`src/rtl/countdown.sv`:
```
// Countdown timer stage: latches the BCD preset from setup on start and counts it down to 00 at a 1 s rate.
// Build option COUNTDOWN_BLINK_EN: alarm blinks 1 s on / 1 s off in DONE instead of following done.
module countdown #(
  parameter int unsigned TICK_DIV = 50_000_000
) (
  input  logic       clk,
  input  logic       reset,
  input  logic [3:0] set_hi,
  input  logic [3:0] set_lo,
  input  logic       set_seconds,
  input  logic       start_stop,
  input  logic       clear,
  output logic [3:0] hi,
  output logic [3:0] lo,
  output logic       running,
  output logic       done,
  output logic       alarm
);

  localparam int unsigned     PW       = (TICK_DIV > 2) ? $clog2(TICK_DIV) : 1;
  localparam logic [PW-1:0]   PRE_LAST = PW'(TICK_DIV - 1);

  localparam logic [1:0] S_IDLE  = 2'd0;
  localparam logic [1:0] S_RUN   = 2'd1;
  localparam logic [1:0] S_PAUSE = 2'd2;
  localparam logic [1:0] S_DONE  = 2'd3;

  logic [1:0]    state_q, state_d;
  logic [3:0]    hi_q, hi_d, lo_q, lo_d;
  logic          unit_q, unit_d;
  logic [PW-1:0] pre_q, pre_d;
  logic [5:0]    sec_q, sec_d;
`ifdef COUNTDOWN_BLINK_EN
  logic          alarm_q, alarm_d;
`endif

  logic          tick;
  logic [PW-1:0] pre_next;
  logic [3:0]    pv_hi, pv_lo, dec_hi, dec_lo;
  logic          pv_nonzero, dec_to_zero;

  function automatic logic [3:0] bcd_sat(input logic [3:0] d);
    return (d > 4'd9) ? 4'd9 : d;
  endfunction

  always_comb begin
    tick        = (pre_q == PRE_LAST);
    pre_next    = tick ? '0 : pre_q + 1'b1;
    pv_hi       = bcd_sat(set_hi);
    pv_lo       = bcd_sat(set_lo);
    pv_nonzero  = (pv_hi != 4'd0) || (pv_lo != 4'd0);
    // Borrow from the tens digit; 00 never decrements further.
    if (lo_q != 4'd0) begin
      dec_hi = hi_q;
      dec_lo = lo_q - 4'd1;
    end else if (hi_q != 4'd0) begin
      dec_hi = hi_q - 4'd1;
      dec_lo = 4'd9;
    end else begin
      dec_hi = hi_q;
      dec_lo = lo_q;
    end
    dec_to_zero = (dec_hi == 4'd0) && (dec_lo == 4'd0);
  end

  always_comb begin
    state_d = state_q;
    hi_d    = hi_q;
    lo_d    = lo_q;
    unit_d  = unit_q;
    pre_d   = pre_q;
    sec_d   = sec_q;
`ifdef COUNTDOWN_BLINK_EN
    alarm_d = alarm_q;
`endif
    case (state_q)
      S_IDLE: begin
        hi_d = pv_hi;
        lo_d = pv_lo;
        if (start_stop && pv_nonzero) begin
          state_d = S_RUN;
          unit_d  = set_seconds;
          pre_d   = '0;
          sec_d   = '0;
        end
      end
      S_RUN: begin
        // Prescaler advances even on the pause edge; a tick coinciding with pause is dropped.
        pre_d = pre_next;
        if (start_stop) begin
          state_d = S_PAUSE;
        end else if (tick) begin
          if (unit_q || (sec_q == 6'd59)) begin
            sec_d = '0;
            hi_d  = dec_hi;
            lo_d  = dec_lo;
            if (dec_to_zero) begin
              state_d = S_DONE;
`ifdef COUNTDOWN_BLINK_EN
              alarm_d = 1'b1;
`endif
            end
          end else begin
            sec_d = sec_q + 6'd1;
          end
        end
      end
      S_PAUSE: begin
        if (start_stop) state_d = S_RUN;
      end
      default: begin
`ifdef COUNTDOWN_BLINK_EN
        pre_d = pre_next;
        if (tick) alarm_d = ~alarm_q;
`endif
        if (start_stop) begin
          state_d = S_IDLE;
          hi_d    = pv_hi;
          lo_d    = pv_lo;
`ifdef COUNTDOWN_BLINK_EN
          alarm_d = 1'b0;
`endif
        end
      end
    endcase
    if (clear) begin
      state_d = S_IDLE;
      hi_d    = pv_hi;
      lo_d    = pv_lo;
      pre_d   = '0;
      sec_d   = '0;
`ifdef COUNTDOWN_BLINK_EN
      alarm_d = 1'b0;
`endif
    end
  end

  always_ff @(posedge clk or posedge reset) begin
    if (reset) begin
      state_q <= S_IDLE;
      hi_q    <= '0;
      lo_q    <= '0;
      unit_q  <= 1'b0;
      pre_q   <= '0;
      sec_q   <= '0;
`ifdef COUNTDOWN_BLINK_EN
      alarm_q <= 1'b0;
`endif
    end else begin
      state_q <= state_d;
      hi_q    <= hi_d;
      lo_q    <= lo_d;
      unit_q  <= unit_d;
      pre_q   <= pre_d;
      sec_q   <= sec_d;
`ifdef COUNTDOWN_BLINK_EN
      alarm_q <= alarm_d;
`endif
    end
  end

  assign hi      = hi_q;
  assign lo      = lo_q;
  assign running = (state_q == S_RUN);
  assign done    = (state_q == S_DONE);
`ifdef COUNTDOWN_BLINK_EN
  assign alarm   = alarm_q;
`else
  assign alarm   = (state_q == S_DONE);
`endif

endmodule

```
`config.mk`:
```
export PLATFORM = sky130hd
export DESIGN_NAME = countdown
export DESIGN_NICKNAME = d
export VERILOG_FILES = /design/src/rtl/countdown.sv
export SDC_FILE = /design/constraint.sdc
export NUM_CORES = 1
export LEC_CHECK = 0
export ABC_CLOCK_PERIOD_IN_PS = 2700
export CORE_MARGIN = 1.5
export CORE_UTILIZATION = 58
export CTS_CLUSTER_SIZE = 16
export DETAILED_ROUTE_END_ITERATION = 16
export GPL_ROUTABILITY_DRIVEN = 0
export GPL_TIMING_DRIVEN = 0
export MAX_ROUTING_LAYER = met4
export PLACE_DENSITY_LB_ADDON = 0.08
export SETUP_SLACK_MARGIN = 0.4
export SYNTH_ARGS = -nofsm -noshare
export SYNTH_HDL_FRONTEND = slang
export SYNTH_SLANG_ARGS = --single-unit
```
`constraint.sdc`:
```
create_clock -name clk -period 2.7 [get_ports clk]
set_clock_uncertainty 0.05 [all_clocks]
set_input_delay 0.54 -clock clk [delete_from_list [all_inputs] [get_ports clk]]
set_output_delay 0.54 -clock clk [all_outputs]
set_load 0.02 [all_outputs]
```
==> impl_metrics.csv, run 1 <==
group,metric,value,unit
worst_setup_path,required,2.89,ns
layout,syn_to_final_growth,19.07,%
synthesis,synth_top_family_by_area,"simple AND/OR/NAND/NOR gates",
worst_setup_path,cp-end-kind,"flop",
synthesis,synthXorXnorAreaFrac,3.140,%
synthesis,seq_area_frac_synth,38.58,%
worst_setup_path,cp_cell_sequence,"or3_2 -> nor4_4 -> nand4_1 -> o41ai_2 -> o32a_1",
worst_setup_path,slowest_delay,0.52,ns
worst_setup_path,crit_buf_inv,0,
layout,post_route_cells_drive_above_1_share,16.86,%
synthesis,syn_avg_cell_area,9.204,sq um
synthesis,ys_types,65,
layout,final_area,3321,sq um
clock_network,cts.sinks,43,
worst_setup_path,critPathArrivalTime,2.45,ns
worst_setup_path,r2r_setup_slack,0.45,ns
global_route,antenna_found_initial,0,
routing,drtAntennaViolNets,0,
worst_setup_path,worstReg2RegStart,"pre_q[16]",
layout,register_area,1077,sq um
routing,first_pass_iters,5,
sta,fmax,443.7,MHz
routing,drc_errors,0,
power_and_ir_drop,irDropWorstVdd,294.7,uV
layout,multi_input_area,1677,sq um
layout,nNetsFinal,354,
synthesis,synth_area_leaders,"dfrtp_1 (39%), a21oi_1 (3.6%), o31ai_1 (3.5%), nor2_1 (2.7%), nand2_1 (2.6%)",
worst_setup_path,critPathMaxFanout,7,
sta,maxSlewViolCount,0,
synthesis,synthSimpleGateAreaFrac,27.77,%
die,design.core.area,4692,sq um
worst_setup_path,r2r_cells,5,
synthesis,yosys_warnings,0,
worst_setup_path,path_class,"reg2reg",
clock_network,cts_hold_buf,0,
clock_network,h-tree-depth,2,
synthesis,synth_top_cell_by_area,"dfrtp_1",
layout,num-fill-cells,361,
worst_setup_path,crit_slowest_cell,"or3_2",
power_and_ir_drop,pwr-share-seq,50.3,%
synthesis,ys_seq_elements,43,
die,dieArea,5234,sq um
sta,maxSlewHeadroom,53.54,%
power_and_ir_drop,p_int,0.0009704,W
clock_network,cts-root-buf,"clkbuf_8",
power_and_ir_drop,power.density,416.9,nW/um^2
power_and_ir_drop,p_clk_share,29.5,%
routing,via_per_inst,6.599,
layout,post-route-util,70.77,%
clock_network,clockBufferDepth,2,
synthesis,async_reset_ff_share,100.0,%
die,start_util,59.44,%
synthesis,synth_fa_ha_area_share,1.795,%
place,place_area,3097,sq um
clock_network,cts_tree,"yes",
clock_network,clk_pin_slew,0.08,ns
sta,min_period_over_period,83.47,%
sta,grt_setup_unrepaired,"true",
clock_network,cts_buffers,5,
worst_setup_path,cp.depth,5,
global_route,grt_pass1_vias,2415,
synthesis,synthCells,303,
routing,drt_wl_total,6841,um
place,dp_hpwl,4771,um
global_route,grt-ovfl-total,0,
routing,drtIter0Drc,130,
power_and_ir_drop,finalPower,0.001384,W
layout,antennaDiodeCount,0,
routing,via_count,2587,
power_and_ir_drop,swShare,29.90,%
die,num_rows,25,
sta,tns,0,ns
die,io_pins,24,
sta,setup_viol,0,
synthesis,synth_top_area_share,38.58,%
synthesis,synth_mux_area_share,2.333,%
sta,finalHoldWorstSlack,0.4352,ns
place,io_buffers,22,
worst_setup_path,worstSetupEndpoint,"hi[1]",
worst_setup_path,cp_top_family,"simple AND/OR/NAND/NOR gates",
sta,hold_viol,0,
die,fp.dieH,72.35,um
synthesis,synth_top_flop_cell,"dfrtp_1",
synthesis,syn_area,2789,sq um
sta,tightest_slew,0.6953,ns
die,fp.dieW,72.35,um
global_route,grt_pass1_wl,11070,um
synthesis,syn_nets,320,
clock_network,clk_latency,0.30,ns
global_route,grtUsageTotal,27.85,%
worst_setup_path,cp-startpoint,"pre_q[16]",
routing,post_drt_wl_per_cell,17.45,um
global_route,grt_max_degree,35,
worst_setup_path,reg2reg_to,"hi[1]",
sta,min_period,2.254,ns
outcome,status,"finished, final reports clean",
power_and_ir_drop,power_switching,0.0004139,W
power_and_ir_drop,power_frac_comb,20.3,%
worst_hold_path,worst_hold_path_type,"in2async",
job,maxCapViolCount,0,
power_and_ir_drop,p_leak,1.303,nW
synthesis,synth_edf_count,0,
synthesis,synth_compound_area_share,22.16,%
worst_setup_path,cp-start-kind,"flop",
logic make-up after synthesis:
family          after synthesis
compound gates               89
xor+xnor                     10
fa+ha+maj                     4
buf+inv                      24
flops                        43
mux                           6
simple gates                127
timing repair:
item | in CTS | in global routing
pin swaps | 3 | 6
buffers inserted | 0 | 3
cloned | 0 | 1
resized for setup | 17 | 17
setup endpoints to repair | 37 | 28
per-stage QoR:
step           cells  setup WS (ns)
2_1_floorplan    303         0.4479
3_3_place_gp     379        -0.2811
3_5_place_dp     380        -0.2659
4_1_cts          388         0.3726
5_1_grt          392         0.3876
6_report         392         0.4462
registers in the layout, indices dropped and copies added, names as in the netlist:
name	count
pre_q	26
unit_q	1
state_q	2
hi	4
sec_q	6
lo	4
layout by cell type, fill, tap and decap left out, types with 3 or more instances in the layout:
| cell type | Yosys | routed |
|---|---|---|
| nand3_1 | 12 | 12 |
| or3_2 | 3 | 3 |
| dfrtp_1 | 43 | 42 |
| o31ai_1 | 13 | 13 |
| nor3_1 | 5 | 5 |
| dlymetal6s2s_1 | 0 | 8 |
| inv_1 | 11 | 9 |
| nor2b_1 | 7 | 6 |
| o21ai_0 | 14 | 14 |
| a21oi_1 | 20 | 20 |
| nor3b_1 | 7 | 7 |
| o22ai_1 | 3 | 3 |
| mux2_2 | 4 | 4 |
| ha_1 | 4 | 3 |
| clkbuf_8 | 1 | 6 |
| buf_4 | 1 | 5 |
| nand2_1 | 19 | 19 |
| dlygate4sd2_1 | 0 | 3 |
| or3_1 | 6 | 6 |
| and4_1 | 4 | 4 |
| a211oi_1 | 7 | 6 |
| or4_1 | 7 | 7 |
| clkbuf_1 | 5 | 5 |
| nor4_4 | 1 | 3 |
| and2_1 | 5 | 5 |
| clkbuf_2 | 2 | 4 |
| nor2_1 | 20 | 19 |
| clkdlybuf4s50_1 | 0 | 11 |
| a31oi_1 | 7 | 6 |
| nand4_1 | 9 | 9 |
| xnor2_1 | 8 | 8 |
how the worst min path moves through the flow:
stage	from	to	slack, ns	depth (start not counted)
after floorplan	pre_q[6]	pre_q[6]	0.40	1
after detailed placement	pre_q[6]	pre_q[6]	0.43	1
after global routing	reset	sec_q[1]	0.48	2
after global placement	pre_q[6]	pre_q[6]	0.42	1
final	reset	sec_q[1]	0.44	2
after CTS	pre_q[6]	pre_q[6]	0.44	1
synthesized netlist by cell type (2+ instances only):
library cell / n
a211o_1: 2
and4_1: 4
buf_2: 3
nor2_1: 20
mux2i_1: 2
or2_2: 2
nor3b_1: 7
clkbuf_1: 5
nand2_1: 19
nor3_1: 5
a2111oi_0: 2
nand3_1: 12
o21a_1: 2
mux2_2: 4
nor2b_1: 7
a311o_1: 2
a21oi_1: 20
xor2_1: 2
nand4_1: 9
inv_1: 11
nor2_2: 2
and2_1: 5
and4_2: 2
clkbuf_2: 2
o21ai_0: 14
a31oi_1: 7
o22ai_1: 3
or3_2: 3
or3_1: 6
xnor2_1: 8
dfrtp_1: 43
nand2b_1: 2
nor4_1: 4
or4_1: 7
a211oi_1: 7
o32a_1: 2
o31ai_1: 13
o2bb2ai_1: 2
nor4bb_1: 2
ha_1: 4
layer usage:
layer / share of wire (%) / wire length, um / GRT usage, %
met5: 0 / 0 / -
met4: 1.1 / 75 / 11.32
met3: 5.5 / 379 / 5.000
met2: 49 / 3370 / 44.96
met1: 44 / 3016 / 34.70
layout make-up:
type	count	share of cell area [%]
buffer	13	2.600
clock buffer	7	2.298
clock inverter	1	0.1507
inverter	11	1.243
multi-input combinational	236	50.49
sequential	43	32.44
tap	54	2.035
timing repair buffer	27	8.742
power by group through the flow:
| stage | Clock, W | Sequential [W] | Combinational, W |
|---|---|---|---|
| 6_report | 0.000408 | 0.000696 | 0.000280 |
| 5_1_grt | 0.000430 | 0.000700 | 0.000308 |
| 4_1_cts | 0.000408 | 0.000694 | 0.000270 |
| 3_5_place_dp | 0 | 0.000707 | 0.000263 |
| 3_3_place_gp | 0 | 0.000706 | 0.000254 |
| 2_1_floorplan | 0 | 0.000719 | 0.000149 |
Power figures use the tool's default switching activity.
==> run 2: changes to the inputs <==
--- a/config.mk
+++ b/config.mk
@@ -5,9 +5,9 @@
 export SDC_FILE = /design/constraint.sdc
 export NUM_CORES = 1
 export LEC_CHECK = 0
-export ABC_CLOCK_PERIOD_IN_PS = 2700
+export ABC_CLOCK_PERIOD_IN_PS = 1900
 export CORE_MARGIN = 1.5
-export CORE_UTILIZATION = 58
+export CORE_UTILIZATION = 52
 export CTS_CLUSTER_SIZE = 16
 export DETAILED_ROUTE_END_ITERATION = 16
 export GPL_ROUTABILITY_DRIVEN = 0
==> constraint.sdc (replaced) <==
create_clock -name clk -period 1.9 [get_ports clk]
set_clock_uncertainty 0.05 [all_clocks]
set_input_delay 0.38 -clock clk [delete_from_list [all_inputs] [get_ports clk]]
set_output_delay 0.38 -clock clk [all_outputs]
set_load 0.02 [all_outputs]
==> impl_metrics.csv, run 2 (synthesis results as in run 1) <==
group,metric,value,unit
worst_setup_path,cp-start-kind,"flop",
job,maxCapViolCount,0,
sta,maxSlewHeadroom,58.70,%
routing,drtAntennaViolNets,0,
sta,fmax,430.8,MHz
die,fp.dieW,76.24,um
layout,post_route_cells_drive_above_1_share,55.58,%
die,start_util,54.26,%
clock_network,cts_tree,"yes",
layout,top_register,"pre_q",
global_route,grt_max_degree,29,
global_route,grt-ovfl-total,0,
clock_network,clockBufferDepth,2,
layout,nNetsFinal,428,
power_and_ir_drop,pwr-share-seq,43.4,%
power_and_ir_drop,power_switching,0.0007559,W
sta,tns,-5.856,ns
worst_setup_path,path_class,"reg2reg",
layout,syn_to_final_growth,63.30,%
place,dp_hpwl,5050,um
global_route,antenna_found_initial,0,
clock_network,cts.sinks,43,
die,num_rows,26,
worst_hold_path,worst_hold_path_type,"in2async",
routing,drt_wl_total,12130,um
sta,tightest_slew,0.6168,ns
power_and_ir_drop,p_int,0.001556,W
clock_network,cts_buffers,5,
layout,layout_commonest_cell,"buf_4",
sta,grt_setup_unrepaired,"true",
power_and_ir_drop,power_frac_comb,28.5,%
layout,antennaDiodeCount,0,
outcome,violations,"setup timing",
worst_setup_path,r2r_cells,6,
layout,post-route-util,88.61,%
sta,min_period_over_period,122.2,%
routing,first_pass_iters,6,
power_and_ir_drop,p_clk_share,28.1,%
worst_setup_path,critPathArrivalTime,2.43,ns
sta,setup_viol,39,
global_route,grt_pass1_vias,2923,
die,dieArea,5812,sq um
clock_network,clk_latency,0.31,ns
clock_network,cts-root-buf,"clkbuf_8",
routing,drtIter0Drc,611,
worst_setup_path,required,2.01,ns
place,io_buffers,22,
outcome,status,"complete, but fails checks",
global_route,grt_pass1_wl,14890,um
routing,via_count,3458,
sta,maxSlewViolCount,0,
worst_setup_path,worstReg2RegStart,"pre_q[18]",
clock_network,clk_pin_slew,0.09,ns
die,io_pins,24,
clock_network,cts_hold_buf,0,
power_and_ir_drop,p_leak,1.726,nW
layout,multi_input_area,2143,sq um
power_and_ir_drop,swShare,32.69,%
sta,setup_slack,-0.4211,ns
layout,num-fill-cells,226,
routing,post_drt_wl_per_cell,25.17,um
layout,register_area,1091,sq um
global_route,grtUsageTotal,32.51,%
layout,final_cell_mix,"buf_4 (49), buf_6 (33), dfrtp_1 (31)",
power_and_ir_drop,irDropWorstVdd,719.5,uV
sta,min_period,2.321,ns
die,design.core.area,5140,sq um
layout,reg_top3,"pre_q (26), sec_q (6)",
routing,via_per_inst,7.174,
die,fp.dieH,76.24,um
power_and_ir_drop,power.density,507.7,nW/um^2
worst_setup_path,cp-end-kind,"flop",
routing,drc_errors,0,
clock_network,h-tree-depth,2,
sta,hold_viol,0,
worst_setup_path,critPathMaxFanout,6,
layout,largest_reg_flops,26,
worst_setup_path,cp-startpoint,"pre_q[18]",
==> run 2: per-stage QoR <==
stage | hold slack (ns) | power (W) | cell area, sq um | setup slack [ns] | instances
after CTS | 0.3231 | 0.002148 | 3991 | -0.2135 | 448
after floorplan | 0.4138 | 0.001276 | 2987 | -0.1353 | 303
final | 0.2967 | 0.002312 | 4554 | -0.4211 | 482
after global placement | 0.4337 | 0.001417 | 3294 | -0.6440 | 395
after detailed placement | 0.4488 | 0.001429 | 3314 | -0.6240 | 396
after global routing | 0.3680 | 0.002378 | 4554 | -0.4676 | 482
==> run 2: cell type report <==
cell class,instances,share of cell area [%]
inverters,11,0.9066
plain buffers,13,3.352
clock inverters,1,0.1923
multi-input cells,236,47.06
flip-flops and latches,43,23.96
well taps,70,1.923
repair buffers,101,20.71
clock buffers,7,1.896
==> run 2: final timing paths <==
kind                       slack [ns]    endpoint
max                             -0.42       hi[0]
min                              0.30   pre_q[19]
max reg2reg                     -0.42       hi[0]
min reg2reg                      0.50    pre_q[6]
max in group asynchronous        1.00  state_q[0]
min in group clk                 0.50    pre_q[6]
==> run 2: metal layers <==
layer / vias up / part of all wire, % / GRT usage [%]
met5: - / 0 / -
met4: 0 / 6.0 / 11.11
met3: 97 / 11 / 5.269
met2: 321 / 46 / 49.20
met1: 1660 / 37 / 44.50
li1: 1380 / - / -
==> run 2: worst max-delay path, stage by stage, from the launching register on <==
cell and delay, ns:
dfrtp_1 0.50, or3_4 0.39, nor4_4 0.23, buf_6 0.18
nand4_1 0.18, o41ai_2 0.45, o22ai_1 0.19
==> run 2: repair_timing <==
action,CTS,global route
pin swaps,28,42
resized for setup,118,80
cloned,3,1
buffers inserted,41,33
endpoints found under the setup margin,53,48
==> run 2: power by group through the flow <==
stage	clock network, W	registers (W)	logic (W)
2_1_floorplan	0	0.00103	0.000250
3_3_place_gp	0	0.00101	0.000410
3_5_place_dp	0	0.00101	0.000420
4_1_cts	0.000638	0.000988	0.000522
5_1_grt	0.000684	0.00101	0.000685
6_report	0.000649	0.00100	0.000659
